File: src/rtl/fsk_receiver.sv
// FSK receive path: counts mid-scale rising crossings per symbol window and hands
// one 4-bit symbol per window to a valid/ready holding register. Macro RX_GUARD_EN masks window-start crossings.
module fsk_receiver #(
  parameter int unsigned WINDOW_LOG2 = 8,
  parameter int unsigned TH_HI       = 10,
  parameter int unsigned TH_LO       = 5,
  parameter int unsigned CNT_SHIFT   = 0,
  parameter int unsigned MIN_CROSS   = 1,
  parameter int unsigned GUARD       = 4
) (
  input  logic       clk,
  input  logic       reset,
  input  logic [3:0] dac_in,
  input  logic       sym_start,
  output logic [3:0] data_out,
  output logic       data_valid,
  input  logic       data_ready,
  output logic       carrier,
  output logic       overrun,
  output logic [7:0] resync_cnt
);

  localparam int unsigned              CW      = WINDOW_LOG2 + 1;
  localparam logic [WINDOW_LOG2-1:0]   LAST    = '1;
  localparam logic [WINDOW_LOG2-1:0]   GUARD_W = WINDOW_LOG2'(GUARD);
  localparam logic [3:0]               TH_HI4  = 4'(TH_HI);
  localparam logic [3:0]               TH_LO4  = 4'(TH_LO);
  localparam logic [CW:0]              RND     = (CW+1)'((1 << CNT_SHIFT) >> 1);
`ifdef RX_GUARD_EN
  localparam bit                       GUARD_ON = 1'b1;
`else
  localparam bit                       GUARD_ON = 1'b0;
`endif

  typedef enum logic {IDLE, RUN} state_t;

  state_t                 r_state, w_state_nxt;
  logic [3:0]             r_sreg;
  logic                   r_level;
  logic [WINDOW_LOG2-1:0] r_win;
  logic [CW-1:0]          r_cnt;
  logic                   r_quiet;
  logic                   r_pend;
  logic [3:0]             r_sym;
  logic [3:0]             r_data;
  logic                   r_valid;
  logic                   r_overrun;
  logic [7:0]             r_resync;

  logic                   w_level_nxt, w_cross, w_count_en, w_last, w_resync, w_quiet_win;
  logic [CW-1:0]          w_cnt_fin;
  logic [CW:0]            w_sum, w_shift;
  logic [3:0]             w_sym;

  always_comb begin
    w_level_nxt = r_level;
    if (r_sreg >= TH_HI4)      w_level_nxt = 1'b1;
    else if (r_sreg <= TH_LO4) w_level_nxt = 1'b0;
    w_cross     = w_level_nxt & ~r_level;
    w_count_en  = !GUARD_ON || (r_win >= GUARD_W);
    w_cnt_fin   = (w_cross && w_count_en && (r_cnt != '1)) ? r_cnt + 1'b1 : r_cnt;
    w_sum       = {1'b0, w_cnt_fin} + RND;
    w_shift     = w_sum >> CNT_SHIFT;
    w_sym       = (w_shift > (CW+1)'(15)) ? 4'hF : w_shift[3:0];
    w_last      = (r_win == LAST);
    // A strobe on the last sample is the normal start of the next window.
    w_resync    = sym_start && (r_win != '0) && !w_last;
    w_quiet_win = (w_cnt_fin < CW'(MIN_CROSS));
  end

  always_ff @(posedge clk or negedge reset) begin
    if (!reset) r_state <= IDLE;
    else        r_state <= w_state_nxt;
  end

  always_comb begin
    w_state_nxt = r_state;
    case (r_state)
      IDLE: if (sym_start) w_state_nxt = RUN;
      RUN:  if (w_last && !w_resync && w_quiet_win && r_quiet) w_state_nxt = IDLE;
      default: w_state_nxt = IDLE;
    endcase
  end

  always_ff @(posedge clk or negedge reset) begin
    if (!reset) begin
      r_sreg   <= '0;
      r_level  <= 1'b0;
      r_win    <= '0;
      r_cnt    <= '0;
      r_quiet  <= 1'b0;
      r_pend   <= 1'b0;
      r_sym    <= '0;
      r_resync <= '0;
    end else begin
      r_sreg  <= dac_in;
      r_level <= w_level_nxt;
      r_pend  <= 1'b0;
      if (r_state == IDLE) begin
        r_win   <= '0;
        r_cnt   <= '0;
        r_quiet <= 1'b0;
      end else if (w_resync) begin
        r_win <= '0;
        r_cnt <= '0;
        if (r_resync != '1) r_resync <= r_resync + 1'b1;
      end else if (w_last) begin
        r_win   <= '0;
        r_cnt   <= '0;
        r_pend  <= 1'b1;
        r_sym   <= w_sym;
        r_quiet <= w_quiet_win && !r_quiet;
      end else begin
        r_win <= r_win + 1'b1;
        r_cnt <= w_cnt_fin;
      end
    end
  end

  // The closed symbol is staged one clock before entering the holding register.
  always_ff @(posedge clk or negedge reset) begin
    if (!reset) begin
      r_data    <= '0;
      r_valid   <= 1'b0;
      r_overrun <= 1'b0;
    end else if (r_pend) begin
      r_data  <= r_sym;
      r_valid <= 1'b1;
      if (r_valid && !data_ready) r_overrun <= 1'b1;
    end else if (r_valid && data_ready) begin
      r_valid <= 1'b0;
    end
  end

  assign data_out   = r_data;
  assign data_valid = r_valid;
  assign carrier    = (r_state == RUN);
  assign overrun    = r_overrun;
  assign resync_cnt = r_resync;

endmodule
File: config.mk
export PLATFORM = sky130hd
export DESIGN_NAME = fsk_receiver
export DESIGN_NICKNAME = d
export VERILOG_FILES = /design/src/rtl/fsk_receiver.sv
export SDC_FILE = /design/constraint.sdc
export NUM_CORES = 1
export LEC_CHECK = 0
export ABC_AREA = 1
export ABC_CLOCK_PERIOD_IN_PS = 2630
export CORE_AREA = 8 8 69 77
export DETAILED_ROUTE_END_ITERATION = 16
export DIE_AREA = 0 0 77 85
export PLACE_DENSITY = 0.74
export SLEW_MARGIN = 15
export SYNTH_ARGS = -nofsm -noshare
export SYNTH_HDL_FRONTEND = slang
export SYNTH_SLANG_ARGS = --single-unit
File: constraint.sdc
create_clock -name clk -period 2.63 [get_ports clk]
set_clock_uncertainty 0.05 [all_clocks]
set_input_delay 0.526 -clock clk [delete_from_list [all_inputs] [get_ports clk]]
set_output_delay 0.526 -clock clk [all_outputs]
set_load 0.02 [all_outputs]
; After elaboration in Yosys (flattened, before gate mapping)
; Index checks and enable logic that the tools add are counted.
[op_classes]
n_addsub = 3
multipliers = 0
div_mod_pow = 0
order_cmp = 4
n_eq_ne = 5
shift = 0
n_mux = 21
n_bitwise = 4
reduce_logical = 19
[op_table]
columns = operator, count
row1 = $mux 9, 4
row2 = $mux 8, 3
row3 = $add 8x1->8 const B, 2
row4 = $mux 1, 12
row5 = $add 9x1->9 const B, 1
row6 = $gt 9x4->1 const B, 1
row7 = $logic_and 1x1->1, 9
row8 = $lt 9x1->1 const B, 1
row9 = $ne 9x9->1 const B, 1
row10 = $eq 8x8->1 const B, 1
row11 = $ne 8x8->1 const B, 1
row12 = $reduce_bool 8->1, 1
row13 = $reduce_and 3->1, 2
row14 = $ge 4x4->1 const B, 1
row15 = $le 4x3->1 const B, 1
row16 = $logic_not 1->1, 4
row17 = $mux 4, 1
row18 = $reduce_and 2->1, 2
row19 = $not 1->1, 3
row20 = $ne 2x1->1 const B, 1
row21 = $ne 2x2->1 const B, 1
row22 = $pmux 1 s2, 1
row23 = $reduce_bool 2->1, 1
row24 = $and 1x1->1, 1
[totals]
reg_bits = 43
latch_bits = 0
ramBits = 0
romBits = 0
output_inout_bits = 15
elab_cells = 68
mem_count = 0

; Logic depth before layout (Yosys ltp)
; Gate-level depths: netlist (run 1).
[logic_depth]
depth_word = 11
depth_mapped = 16

; Worst setup path before layout (run 1)
; OpenSTA, ideal clock, no wires.
[synth_path]
path_type = register -> register
from = register r_cnt[0]
to = register r_state, in the netlist carrier
setup_time_ns = 0.113
t_arrival_ns = 1.905
setup_slack_ns = 0.563
path_stages_with_launch = 15
path_cell_list = dfrtp_1 > ha_1 > nand2_1 > nor4_1 > ha_1 > nor2_2 > nand3_4 > nand2_1 > nand2_1 > nor2_2 > nand2_2 > nor2_4 > nand3_1 > nand2_1 > inv_1
[synth_between]
elab_chain_len = 8
[synth_lines]
columns = element, line
row1 = "start, declared", 41  ; logic [CW-1:0] r_cnt;
row2 = "start signal, assigned", 115  ; r_cnt <= w_cnt_fin;
row3 = branches (longest 2 deep; another with $add 9x1->9), -
row4 = $mux 9 *, 61  ; w_cnt_fin = (w_cross && w_count_en && (r_cnt != '1)) ? r_cnt + 1'b1 : r_cnt;
row5 = $lt 9x1->1 *, 68  ; w_quiet_win = (w_cnt_fin < CW'(MIN_CROSS));
row6 = $logic_and 1x1->1 * (2 in a row), 80  ; RUN: if (w_last && !w_resync && w_quiet_win && r_quiet) w_state_nxt = IDLE;
row7 = $mux 1 *, 80
row8 = $pmux 1 s2 *, 78  ; case (r_state)
row9 = net w_state_nxt, 37  ; state_t r_state, w_state_nxt;
row10 = "end signal, assigned", 73  ; else r_state <= w_state_nxt;
row11 = "end, declared", 37
; Mark *: on every way through the listed nets, which the timed path passes.
; A chain may end at the register's enable or synchronous reset.

; Worst setup path after layout (run 1)
; Same ends and word-level chain as after synthesis.

==> results of run 1 <==
[cell families after synthesis]
| logic type | Yosys count | synth area share [%] |
|---|---|---|
| xor+xnor | 12 | 4.96 |
| fa+ha+maj | 5 | 2.95 |
| simple gates | 129 | 30.0 |
| buf+inv | 38 | 6.91 |
| flops | 42 | 49.6 |
| compound gates | 21 | 5.55 |
[through the flow]
step / util [%] / setup WS, ns / hold slack (ns)
after floorplan: - / 0.563 / 0.180
after global placement: 57.7 / 0.302 / 0.396
after detailed placement: 57.7 / 0.209 / 0.409
after CTS: 61.1 / 0.165 / 0.336
after global routing: 61.1 / 0.00946 / 0.397
final: 61.1 / 0.228 / 0.304
[final timing paths]
path,from,cells past startpoint,endpoint,slack (ns)
min in group clk,r_win[0],1,r_win[0],0.42
max in group asynchronous,reset,1,r_cnt[7],1.64
max reg2reg,r_cnt[0],14,carrier,0.23
max,r_cnt[0],14,carrier,0.23
min,reset,1,resync_cnt[7],0.30
min reg2reg,r_win[0],1,r_win[0],0.42
[where the power goes]
| part | switching [mW] | internal, mW | leakage [nW] |
|---|---|---|---|
| Sequential | 0.104 | 0.737 | 0.556 |
| Clock | 0.225 | 0.380 | 0.0683 |
| Combinational | 0.303 | 0.215 | 0.632 |
[registers in the layout, indices dropped and copies added (netlist names)]
name,count
r_sym,4
r_sreg,3
r_cnt,9
carrier,1
data_valid,1
data_out,4
r_quiet,1
resync_cnt,8
r_pend,1
r_level,1
r_win,8
overrun,1
[layer usage]
metal  global-route usage [%]  up-vias
met5                        0        -
met4                     5.67        0
met3                     3.70        6
met2                     23.0       18
met1                     14.2      721
li1                         -      826
[placed cells by master, fill, tap and decap left out, types with 5 or more instances in the layout]
| cell type | n |
|---|---|
| o21ai_0 | 5 |
| dfrtp_1 | 42 |
| nand2_1 | 62 |
| clkdlybuf4s50_1 | 20 |
| nand4_1 | 8 |
| a21oi_1 | 7 |
| xnor2_1 | 6 |
| nor2_1 | 22 |
| nand3_1 | 10 |
| xor2_1 | 6 |
| ha_1 | 5 |
| clkbuf_8 | 5 |
| nand2_2 | 7 |
| inv_1 | 34 |
[layout make-up]
| type | instances | area [um^2] | share of cell area (%) |
|---|---|---|---|
| Sequential cell | 42 | 1050 | 41.7 |
| Inverter | 37 | 139 | 5.51 |
| Tap cell | 54 | 67.6 | 2.68 |
| Clock inverter | 3 | 68.8 | 2.73 |
| Multi-Input combinational cell | 167 | 921 | 36.5 |
| Timing Repair Buffer | 21 | 205 | 8.14 |
| Clock buffer | 5 | 68.8 | 2.73 |
==> impl_metrics.py, run 1 <==
metrics = {
    "status": {
        "status": "finished clean",
    },
    "timing": {
        "finalSetupViolations": 0,
        "period_needed_ns": 2.40,
        "setup_tns_ns": 0,
        "tightest_slew_ns": 0.924,
        "post-route-period-util_pct": 91.3,
        "finalMaxSlewViolations": 0,
        "slew_headroom_pct": 38.4,
        "fmax_mhz": 416,
        "rsz0062_at_grt": "false",
        "hold_viol": 0,
    },
    "setup_path": {
        "crit_path_start_kind": "flop",
        "critPathTopFamily": "simple AND/OR/NAND/NOR gates",
        "critPathArrivalTime_ns": 2.55,
        "slowest_stage": "dfrtp_1",
        "worstPathRequired_ns": 2.78,
        "crit_fanout": 10,
        "slowest_delay_ns": 0.43,
        "cp-end-kind": "flop",
        "crit_top_cell": "nand2_1",
        "cp_cell_sequence": "ha_1, nand2_1, nor4_1, ha_1, nor2_2, nand3_4, nor2_1, nand2_1, nand2_1, nand2_2, nor2_4, nand3_1, nand2_1, inv_1",
        "critPathKind": "reg -> reg",
        "path_buf_inv": 1,
    },
    "logic_synthesis": {
        "synth-edff-count": 0,
        "ys_seq_area_share_pct": 49.6,
        "synth_seq_cells": 42,
        "yosysWarnings": 0,
        "yosysUniqueCellTypes": 28,
        "synthCells": 247,
        "syn_avg_cell_area_um2": 8.58,
        "yosys.cell_count.top_type": "nand2_1",
        "yosysTopAreaCell": "dfrtp_1",
        "async_flop_share_pct": 100,
        "syn_nets": 260,
        "synthTopCellsByCount": "nand2_1 (62), dfrtp_1 (42), inv_1 (34), nor2_1 (22), nand3_1 (10)",
        "ys.flop_type": "dfrtp_1",
        "yosys-top-cells-area": "dfrtp_1 (50%), nand2_1 (11%), inv_1 (6.0%)",
        "yosysTopAreaCellShare_pct": 49.6,
        "syn_area_um2": 2120,
    },
    "clock_tree": {
        "cts_root_buffer": "clkbuf_8",
        "htree_levels": 2,
        "cts_buffers": 5,
        "clk_latency_ns": 0.29,
        "clkTransAtPathRegs_ns": 0.08,
        "ctsHoldBuffers": 0,
        "postCtsSetupRepairBufs": 0,
        "cts_sinks": 42,
        "cts_resized": 0,
        "cts_buffer_depth": 2,
        "cts_tree": "built",
    },
    "power_and_ir_drop": {
        "p_leak_nw": 1.26,
        "ir_worst_vdd_mv": 0.637,
        "finalPower_mw": 1.96,
        "power.density_nw_per_um2": 779,
    },
    "layout": {
        "fillers": 407,
        "synthToLayoutAreaGrowth_pct": 19.0,
        "final_net_count": 287,
        "finalNonFillerCells": 329,
        "final_cell_area_um2": 2520,
        "drive_above_1_share_pct": 12.0,
        "diodes": 0,
    },
    "global_routing": {
        "grt_max_degree": 43,
        "overflow": 0,
        "grt_pass1_wl_um": 7070,
        "grt_pass1_vias": 1685,
        "grt_use_total_pct": 13.1,
        "grt_antenna_before_repair": 0,
    },
    "detailed_routing": {
        "wl_met2_um": 1810,
        "wl_met3_um": 125,
        "drtPass1Iterations": 4,
        "vias": 1571,
        "highest_layer": "met4",
        "drc": 0,
        "wl_met1_um": 1830,
        "wl_per_cell_um": 11.7,
        "ant_nets": 0,
        "drt_wl_total_um": 3830,
        "via_per_inst": 4.78,
        "drt-initial-drc-count": 51,
    },
    "placement": {
        "place.gp.congestion": 0.802,
        "placed_area_um2": 2380,
        "placed_cells": 321,
        "portBuffers": 21,
        "place.detailed.hpwl_um": 2750,
    },
    "die": {
        "pin_count": 23,
        "core_area_um2": 4130,
        "die_h_um": 85,
        "dieArea_um2": 6550,
        "die_x_um": 77,
        "num_rows": 25,
        "start_util_pct": 51.3,
    },
    "min_path": {
        "min_path_type": "in -> async",
    },
    "job": {
        "drv_cap": 0,
    },
}
(Power assumes the default switching activity.)
==> run 2, diff against run 1 <==
- HOLD_SLACK_MARGIN: default -> 0.12
- PLACE_DENSITY: 0.74 -> 0.81
==> impl_metrics.py, run 2 (synthesis results as in run 1) <==
metrics = {
    "status": {
        "status": "finished clean",
    },
    "detailed_routing": {
        "drc": 0,
        "vias": 1626,
        "drtPass1Iterations": 4,
        "drt_wl_total_um": 3670,
        "drt-initial-drc-count": 38,
        "wl_per_cell_um": 11.1,
        "ant_nets": 0,
        "via_per_inst": 4.94,
    },
    "timing": {
        "tightest_slew_ns": 0.908,
        "period_needed_ns": 2.35,
        "hold_viol": 0,
        "slew_headroom_pct": 39.5,
        "post-route-period-util_pct": 89.4,
        "finalSetupViolations": 0,
        "fmax_mhz": 425,
        "setup_tns_ns": 0,
        "hold_slack_ns": 0.298,
        "worst_slack_ns": 0.278,
        "rsz0062_at_grt": "false",
        "finalMaxSlewViolations": 0,
    },
    "layout": {
        "drive_above_1_share_pct": 12.0,
        "largest_register_ffs": 9,
        "fin_util_pct": 60.0,
        "synthToLayoutAreaGrowth_pct": 17.0,
        "final_common_cell": "nand2_1",
        "finalNonFillerCells": 329,
        "diodes": 0,
        "final_cell_area_um2": 2480,
        "regMostFlops": "r_cnt",
        "final_cell_mix": "nand2_1 (62), dfrtp_1 (42), inv_1 (34)",
        "fillers": 374,
        "final_net_count": 287,
    },
    "die": {
        "num_rows": 25,
        "die_h_um": 85,
        "start_util_pct": 51.3,
        "die_x_um": 77,
        "pin_count": 23,
        "core_area_um2": 4130,
        "dieArea_um2": 6550,
    },
    "clock_tree": {
        "cts_root_buffer": "clkbuf_8",
        "ctsHoldBuffers": 0,
        "clkTransAtPathRegs_ns": 0.08,
        "postCtsSetupRepairBufs": 0,
        "cts_resized": 0,
        "cts_buffer_depth": 2,
        "cts_buffers": 5,
        "cts_sinks": 42,
        "htree_levels": 2,
        "clk_latency_ns": 0.29,
        "cts_tree": "built",
    },
    "placement": {
        "portBuffers": 21,
        "placed_area_um2": 2380,
        "pre_cts_ws_ns": 0.288,
        "place.gp.congestion": 0.833,
        "placed_cells": 321,
        "place.detailed.hpwl_um": 2690,
    },
    "setup_path": {
        "slowest_stage": "dfrtp_1",
        "critPathArrivalTime_ns": 2.49,
        "r2r_setup_slack_ns": 0.28,
        "cp_cell_sequence": "ha_1, nand2_1, nor4_1, ha_1, nor2_2, nand3_4, nand2_1, nand2_1, nor2_2, nand2_2, nor2_4, nand3_1, nand2_1, inv_1",
        "crit_top_cell": "nand2_1",
        "crit_path_start_kind": "flop",
        "slowest_delay_ns": 0.42,
        "critPathKind": "reg -> reg",
        "crit_fanout": 10,
        "worstPathRequired_ns": 2.77,
        "cp-end-kind": "flop",
    },
    "global_routing": {
        "grt_use_total_pct": 12.6,
        "grt_max_degree": 43,
        "overflow": 0,
        "grt_pass1_wl_um": 6790,
        "grt_pass1_vias": 1631,
        "grt_antenna_before_repair": 0,
    },
    "power_and_ir_drop": {
        "p_leak_nw": 1.24,
        "finalPower_mw": 1.78,
        "power.density_nw_per_um2": 719,
        "ir_worst_vdd_mv": 0.584,
    },
    "min_path": {
        "min_path_type": "in -> async",
    },
    "job": {
        "drv_cap": 0,
    },
}
-- run 2: routing by layer --
layer	GRT usage, %	part of all wire, %	vias up
li1	-	-	833
met2	21.3	48	20
met4	6.70	2.5	0
met3	4.12	4.1	8
met1	13.7	45	765
met5	0	0	-
-- run 2: layout make-up --
class                           count  area, um^2  area share (%)
Clock buffer                        6        82.6            3.33
Tap cell                           54        67.6            2.73
Timing Repair Buffer               21         205            8.28
Clock inverter                      2        12.5           0.505
Inverter                           37         139            5.60
Multi-Input combinational cell    167         921            37.2
Sequential cell                    42        1050            42.4
-- run 2: worst paths after layout --
check                         start        end  cells past startpoint
max                        r_cnt[0]    carrier                     14
min                           reset  r_sreg[1]                      1
max reg2reg                r_cnt[0]    carrier                     14
min reg2reg                r_win[0]   r_win[0]                      1
max in group asynchronous     reset    carrier                      1
min in group clk           r_win[0]   r_win[0]                      1
-- run 2: critical path: cells and delay by family, from the launching register on --
family        cells  cell delay (ns)
flops             1             0.42
buf+inv           1             0.04
fa+ha+maj         2             0.44
simple gates     11             1.32
-- run 2: power breakdown --
part           switching (mW)  total (mW)  internal, mW
logic                   0.300       0.514         0.214
registers               0.103       0.840         0.737
clock network           0.217       0.428         0.211
==> run 3, diff against run 2 <==
- CTS_CLUSTER_DIAMETER: default -> 50
- SLEW_MARGIN: 15 -> 10
==> results of run 3 <==
Same layout as run 2: the final DEF is identical, and so are final timing and power.
